===== config.mk =====
export PLATFORM = sky130hd
export DESIGN_NAME = hqm_aw_rrwrand_sched_ctl
export DESIGN_NICKNAME = d
export VERILOG_FILES = /design/src/rtl/hqm_aw_rrwrand_sched_ctl.sv
export SDC_FILE = /design/constraint.sdc
export NUM_CORES = 1
export LEC_CHECK = 0
export CAP_MARGIN = 40
export CORE_MARGIN = 4
export CORE_UTILIZATION = 49
export DETAILED_ROUTE_END_ITERATION = 8
export PLACE_DENSITY = 0.95
export SLEW_MARGIN = 20
export SYNTH_ARGS = -nofsm -noshare
export SYNTH_HDL_FRONTEND = slang
export SYNTH_SLANG_ARGS = --single-unit

===== constraint.sdc =====
create_clock -name clk -period 6.9 [get_ports clk]
set_input_delay 2.07 -clock clk [delete_from_list [all_inputs] [get_ports clk]]
set_output_delay 2.07 -clock clk [all_outputs]
set_load 0.05 [all_outputs]

===== src/rtl/hqm_aw_rrwrand_sched_ctl.sv =====
// Scheduling controller for the two-stage RR / weighted-random arbiter: holds the
// per-priority RR index, masks requests by credit and backpressure, registers grants.
module hqm_aw_rrwrand_sched_ctl #(
    parameter int NUM_REQS   = 8,
    parameter int NUM_PRI    = 8,
    parameter int CRED_W     = 4,
    parameter int NUM_REQSB2 = (NUM_REQS > 1) ? $clog2(NUM_REQS) : 1,
    parameter int NUM_PRIB2  = (NUM_PRI > 1) ? $clog2(NUM_PRI) : 1
) (
    input  logic                            clk,
    input  logic                            rst_n,
    input  logic [CRED_W-1:0]               cfg_cred_limit,
    input  logic [NUM_PRI*NUM_REQS-1:0]     raw_reqs,
    output logic [NUM_PRI*NUM_REQS-1:0]     arb_reqs,
    output logic [NUM_PRI*NUM_REQSB2-1:0]   index_f,
    input  logic                            arb_winner_v,
    input  logic [NUM_PRIB2-1:0]            arb_winner_pri,
    input  logic [NUM_REQSB2-1:0]           arb_winner,
    output logic                            sched_v,
    output logic [NUM_PRIB2-1:0]            sched_pri,
    output logic [NUM_REQSB2-1:0]           sched_req,
    input  logic                            sched_ready,
    input  logic                            cred_ret_v,
    input  logic [NUM_REQSB2-1:0]           cred_ret_req,
    output logic                            err_cred,
    output logic                            busy
);

    // Output handshake: a grant transfers on any cycle with sched_v && sched_ready;
    // while sched_v is high and sched_ready low, sched_v/pri/req are held stable.
    logic [CRED_W-1:0]     cnt [NUM_REQS];
    logic [NUM_REQSB2-1:0] idx [NUM_PRI];

    logic                  accept;
    logic                  grant;
    logic                  err_next;
    logic [NUM_REQS-1:0]   eligible;
    logic [NUM_REQS-1:0]   cnt_nz;
    logic [NUM_REQS-1:0]   grant_hit;
    logic [NUM_REQS-1:0]   ret_hit;
    logic [NUM_PRI-1:0]    pri_hit;

    assign accept = !sched_v || sched_ready;
    assign grant  = arb_winner_v && accept;

    always_comb begin
        eligible  = '0;
        cnt_nz    = '0;
        grant_hit = '0;
        ret_hit   = '0;
        pri_hit   = '0;
        for (int r = 0; r < NUM_REQS; r++) begin
            eligible[r]  = cnt[r] < cfg_cred_limit;
            cnt_nz[r]    = |cnt[r];
            grant_hit[r] = grant && (arb_winner == NUM_REQSB2'(r));
            ret_hit[r]   = cred_ret_v && (cred_ret_req == NUM_REQSB2'(r));
        end
        for (int p = 0; p < NUM_PRI; p++) begin
            pri_hit[p] = grant && (arb_winner_pri == NUM_PRIB2'(p));
        end
        // An out-of-range requestor matches no ret_hit bit and therefore errors;
        // a same-cycle grant covers a return even when the counter is zero.
        err_next = cred_ret_v && !(|(ret_hit & (cnt_nz | grant_hit)));
    end

    always_comb begin
        arb_reqs = '0;
        index_f  = '0;
        for (int p = 0; p < NUM_PRI; p++) begin
            arb_reqs[p*NUM_REQS +: NUM_REQS] =
                raw_reqs[p*NUM_REQS +: NUM_REQS] & eligible & {NUM_REQS{accept}};
            index_f[p*NUM_REQSB2 +: NUM_REQSB2] = idx[p];
        end
    end

    assign busy = sched_v || (|cnt_nz);

    always_ff @(posedge clk or negedge rst_n) begin
        if (!rst_n) begin
            sched_v   <= 1'b0;
            sched_pri <= '0;
            sched_req <= '0;
            err_cred  <= 1'b0;
        end else begin
            err_cred <= err_next;
            if (grant) begin
                sched_v   <= 1'b1;
                sched_pri <= arb_winner_pri;
                sched_req <= arb_winner;
            end else if (sched_ready) begin
                sched_v   <= 1'b0;
            end
        end
    end

    always_ff @(posedge clk or negedge rst_n) begin
        if (!rst_n) begin
            for (int r = 0; r < NUM_REQS; r++) cnt[r] <= '0;
        end else begin
            for (int r = 0; r < NUM_REQS; r++) begin
                if (ret_hit[r] && !grant_hit[r] && cnt_nz[r]) begin
                    cnt[r] <= cnt[r] - 1'b1;
                end else if (grant_hit[r] && !ret_hit[r]) begin
                    cnt[r] <= cnt[r] + 1'b1;
                end
            end
        end
    end

    // Reset to the last requestor so the first RR search starts at requestor 0.
    always_ff @(posedge clk or negedge rst_n) begin
        if (!rst_n) begin
            for (int p = 0; p < NUM_PRI; p++) idx[p] <= NUM_REQSB2'(NUM_REQS - 1);
        end else begin
            for (int p = 0; p < NUM_PRI; p++) begin
                if (pri_hit[p]) idx[p] <= arb_winner;
            end
        end
    end

endmodule


# Word-level counts from Yosys, hierarchy flattened
# Cells that the tools add are included.
# totals
reg_bits	64
latch_bits	0
ramBits	0
rom_bits	0
output_inout_bits	97
elab_cells	193
n_memories	0
# classes
addsub	16
n_mul	0
n_div	0
order_cmp	8
n_eq_ne	21
shifts	0
n_mux	18
bitwise_logic	18
reduce_logical	92
# ops
op	count
$and A8 B8 Y8	17
$mux W4	16
$logic_and A1 B1 Y1	50
$eq A3 B3 Y1 const B	12
$add A4 B1 Y4 const B	8
$lt A4 B4 Y1	8
$reduce_or A32 Y1	1
$reduce_or A4 Y1	8
$sub A4 B1 Y4 const B	8
$eq A3 B2 Y1 const B	6
$logic_not A1 Y1	18
$reduce_bool A2 Y1	9
$eq A3 B1 Y1 const B	3
$logic_not A3 Y1	3
$or A8 B8 Y8	1
$reduce_or A8 Y1	1
$logic_or A1 B1 Y1	2
$mux W1	2

# Depth between registers and ports, before layout
# logic_depth
word_depth	9
depth_mapped	10
ltp_nobuf	8

# Least setup slack after synthesis
# No wires, ideal clock.
# synth_path
path_type	input-to-output
startpoint	in cfg_cred_limit[1]
endpoint	out arb_reqs[11]
arrival_ns	4.111
required_time_ns	4.830
path_slack_ns	0.719
path_stages	5
path_buffers	0
cell_sequence	inv_1 -> ha_1 -> a21o_1 -> a21o_1 -> a211oi_1
# synth_between
elab_chain_len	3
# synth_lines
item	line_no	source
start, declared	12	input logic [CRED_W-1:0] cfg_cred_limit,
$lt A4 B4 Y1	53	eligible[r] = cnt[r] < cfg_cred_limit;
$and A8 B8 Y8 (2 in series)	71	raw_reqs[p*NUM_REQS +: NUM_REQS] & eligible & {NUM_REQS{accept}};
end, declared	14	output logic [NUM_PRI*NUM_REQS-1:0] arb_reqs,
# Every way passes these cells.

# Worst setup path in the final report
# layout_path
startpoint	in cfg_cred_limit[1]
endpoint	out arb_reqs[16]
# Same word-level chain as after synthesis.

==> metrics.txt <==
status=finished, final reports clean; HP Start=sched_pri[0]$_DFFE_PN0P_; Async S/R FF share, synth=between 90% and 100%; Crit Path Max Fanout=8; number of synthesized register bits=between 60 and 70; Initial Util=between 50 and 60%; Worst setup EP type=output pin; drt initial violations=340; num rows=36; combinational share of power=roughly 58%; synthesized area per cell=around 9.4 sq um; R2R Path End=cnt[23]$_DFFE_PN0P_; first-pass GRT wire length=between 20000 and 25000 um; maximum vdd drop=approximately 0.00028 V; Residual DRC=0; vias per inst=roughly 5.8; RR Startpoint=sched_v$_DFFE_PN0P_; die area=approximately 12000 sq um; hold crit path type=flip-flop to flip-flop; WL/cell=approximately 18 um; post-DP HPWL=about 11000 um; Setup TNS=0 ps; count of input and output buffers=roughly 180; R2R setup slack=roughly 4500 ps; CTS tree=done; CTS Root Cell=clkbuf_8; Worst Clk Skew=between 6 and 7 ps; Total Power=2.50 mW; mux contribution to synthesized area=between 8 and 9%; Int Pwr=~1.4 mW; ys flop type=dfrtp_1; Net Sw Frac=a little under half; Post-CTS Setup Bufs=0; DRT Wirelength=15000 um; Slew HR=46.1%; main area contributors after synthesis=dfrtp_1, dfstp_2, a211oi_1; max-cap violation count=0; Final min period=between 6000 and 7000 ps; largest family of logic cells by synthesized area=compound AO/OA/AOI/OAI gates; vias in the first global route=between 4000 and 5000; CP Launch Point=cfg_cred_limit[1]; final hold viol count=0; library cells used by synthesis=56; Synth Area in Adders=8.82%; clk slew on worst S/H paths=about 80 ps; WHS=slightly above 500 ps; hold path depth=1; XOR/XNOR share of the synthesized area=approximately 4.5%; fin util=about four fifths; syn_nets=639; H-Tree Depth=3; simple-gate area share of the yosys netlist=16.0%; final net count=800; Mapped Cells=around 520; cts bufs inserted=9; Synthesis Warnings=0; Synth Cell Area=4910 sq um; clock sinks=between 60 and 70; layout cell share with drive strength beyond 1=roughly a fifth; Die Y=between 100 and 150 um; count of pins over their slew limit=0; largest net degree at the start of global routing=65; CP Class=primary input to output pin; CP arrival=4240 ps; Tcrit/Tclk final=91.5%; endpoints failing setup=0; Synth area leader=dfrtp_1; CTS Hold Bufs=0; Post-synth top cells=inv_1, a211oi_1, dfrtp_1, ha_1, dfstp_2; Synth Area in Compound Gates=between 20% and 30%; io pins=approximately 180; gr ovfl total=0; CTS max path bufs=2; area of placed instances=roughly 7400 sq um; Pleak=3.39 nW; GP Congestion=~0.90; data required time of the worst path=4830 ps; most numerous cell in the Yosys netlist=inv_1; Seq pwr share=between 20% and 30%; post_cts resized=0; RSZ-0062 raised after global routing=no; first-pass detailed-route iteration total=5; post-synthesis sequential area ratio=33.2%; Worst R2R Path Depth=8; n_diodes=0; post-route cell area=around 7600 sq um; initial antenna violation count=0; hold path endpoint=sched_pri[0]$_DFFE_PN0P_; top-area cell type share of the netlist area=between 20 and 25%; Clk pwr share=14.8%; later-pin clock latency in the skew report=around 360 ps; Final ANT Viol Nets=0; Least-Margin Pin Slew=~810 ps; Chip Width=approximately 110 um; vias=4786; global-route usage over all layers=about 25%; Switch Pwr=approximately 1.1 mW; Fmax=158 MHz; area grow syn2layout=55.6%; Pwr Density=roughly 330 nW/um^2; number of synthesized flops with an enable pin=0; startpoint types=primary input; floorplan core area=around 9800 sq um; Fillers=slightly below 600
## per-layer routing
layer	share of wire (%)	global-route usage, %
met1	38	29.2
met2	52	45.4
met3	9.1	8.00
met4	0.92	7.84
met5	0	0
## worst max-delay path by stage
stage	to	slack, ps	depth (start not counted)
global placement	arb_reqs[18]	720	7
global route	arb_reqs[16]	490	7
detailed placement	arb_reqs[16]	570	7
finish	arb_reqs[16]	590	7
floorplan	arb_reqs[11]	720	5
CTS	arb_reqs[16]	570	7
## flip-flops by register name, indices dropped and copies added, names as in the netlist
signal and cells:
cnt 32, index_f 24, sched_pri 3, sched_req 3
err_cred 1, sched_v 1
## final cells by class
type | instances | area (sq um) | share of cell area [%]
clock inverter | 7 | 103 | 1.34
timing repair buffer | 182 | 2470 | 32.3
sequential | 64 | 1630 | 21.4
inverter | 71 | 267 | 3.49
tap | 133 | 166 | 2.18
multi-input combinational | 356 | 2880 | 37.7
clock buffer | 9 | 124 | 1.62
## layout by cell type (no fill, tap or decap), types with 4 or more instances in the layout
| cell | n |
|---|---|
| buf_12 | 65 |
| dfstp_2 | 24 |
| nor2_1 | 23 |
| mux2_2 | 19 |
| ha_1 | 33 |
| inv_1 | 71 |
| nand2b_1 | 21 |
| nor2b_1 | 5 |
| nand4_1 | 6 |
| or4_1 | 7 |
| a32oi_1 | 5 |
| clkbuf_8 | 9 |
| nor4_1 | 7 |
| and4_1 | 8 |
| a31oi_1 | 9 |
| a311oi_2 | 4 |
| nand2_1 | 11 |
| a21oi_1 | 7 |
| clkdlybuf4s50_1 | 113 |
| dfrtp_1 | 40 |
| xnor2_1 | 22 |
| nand3_1 | 4 |
| a211oi_1 | 64 |
| mux2_1 | 17 |
| and2_1 | 8 |
| nor3_1 | 5 |
| a21o_1 | 21 |
## metrics by stage
stage               instances  setup slack, ps
detailed placement        804              572
CTS                       820              568
floorplan                 523              719
global placement          804              716
global route              822              494
finish                    822              588
## cell families after synthesis
logic type,after synthesis
AO/OA/AOI/OAI,131
XOR/XNOR,25
adder cells (fa/ha/maj),34
buffers and inverters,103
flip-flops,64
multiplexers,39
AND/OR/NAND/NOR,127
## power groups by stage
stage	logic, mW	clock network (mW)	registers (mW)
after floorplan	0.742	0	0.790
after global placement	1.39	0	0.662
after detailed placement	1.45	0	0.679
after CTS	1.46	0.374	0.676
after global routing	1.55	0.393	0.702
final	1.45	0.370	0.681
## worst max-delay path, stage by stage
cell	delay [ps]
clkdlybuf4s50_1	400
inv_1	300
ha_1	310
a21o_1	160
a21o_1	260
a211oi_1	520
buf_12	210
Power figures use the tool's default switching activity.
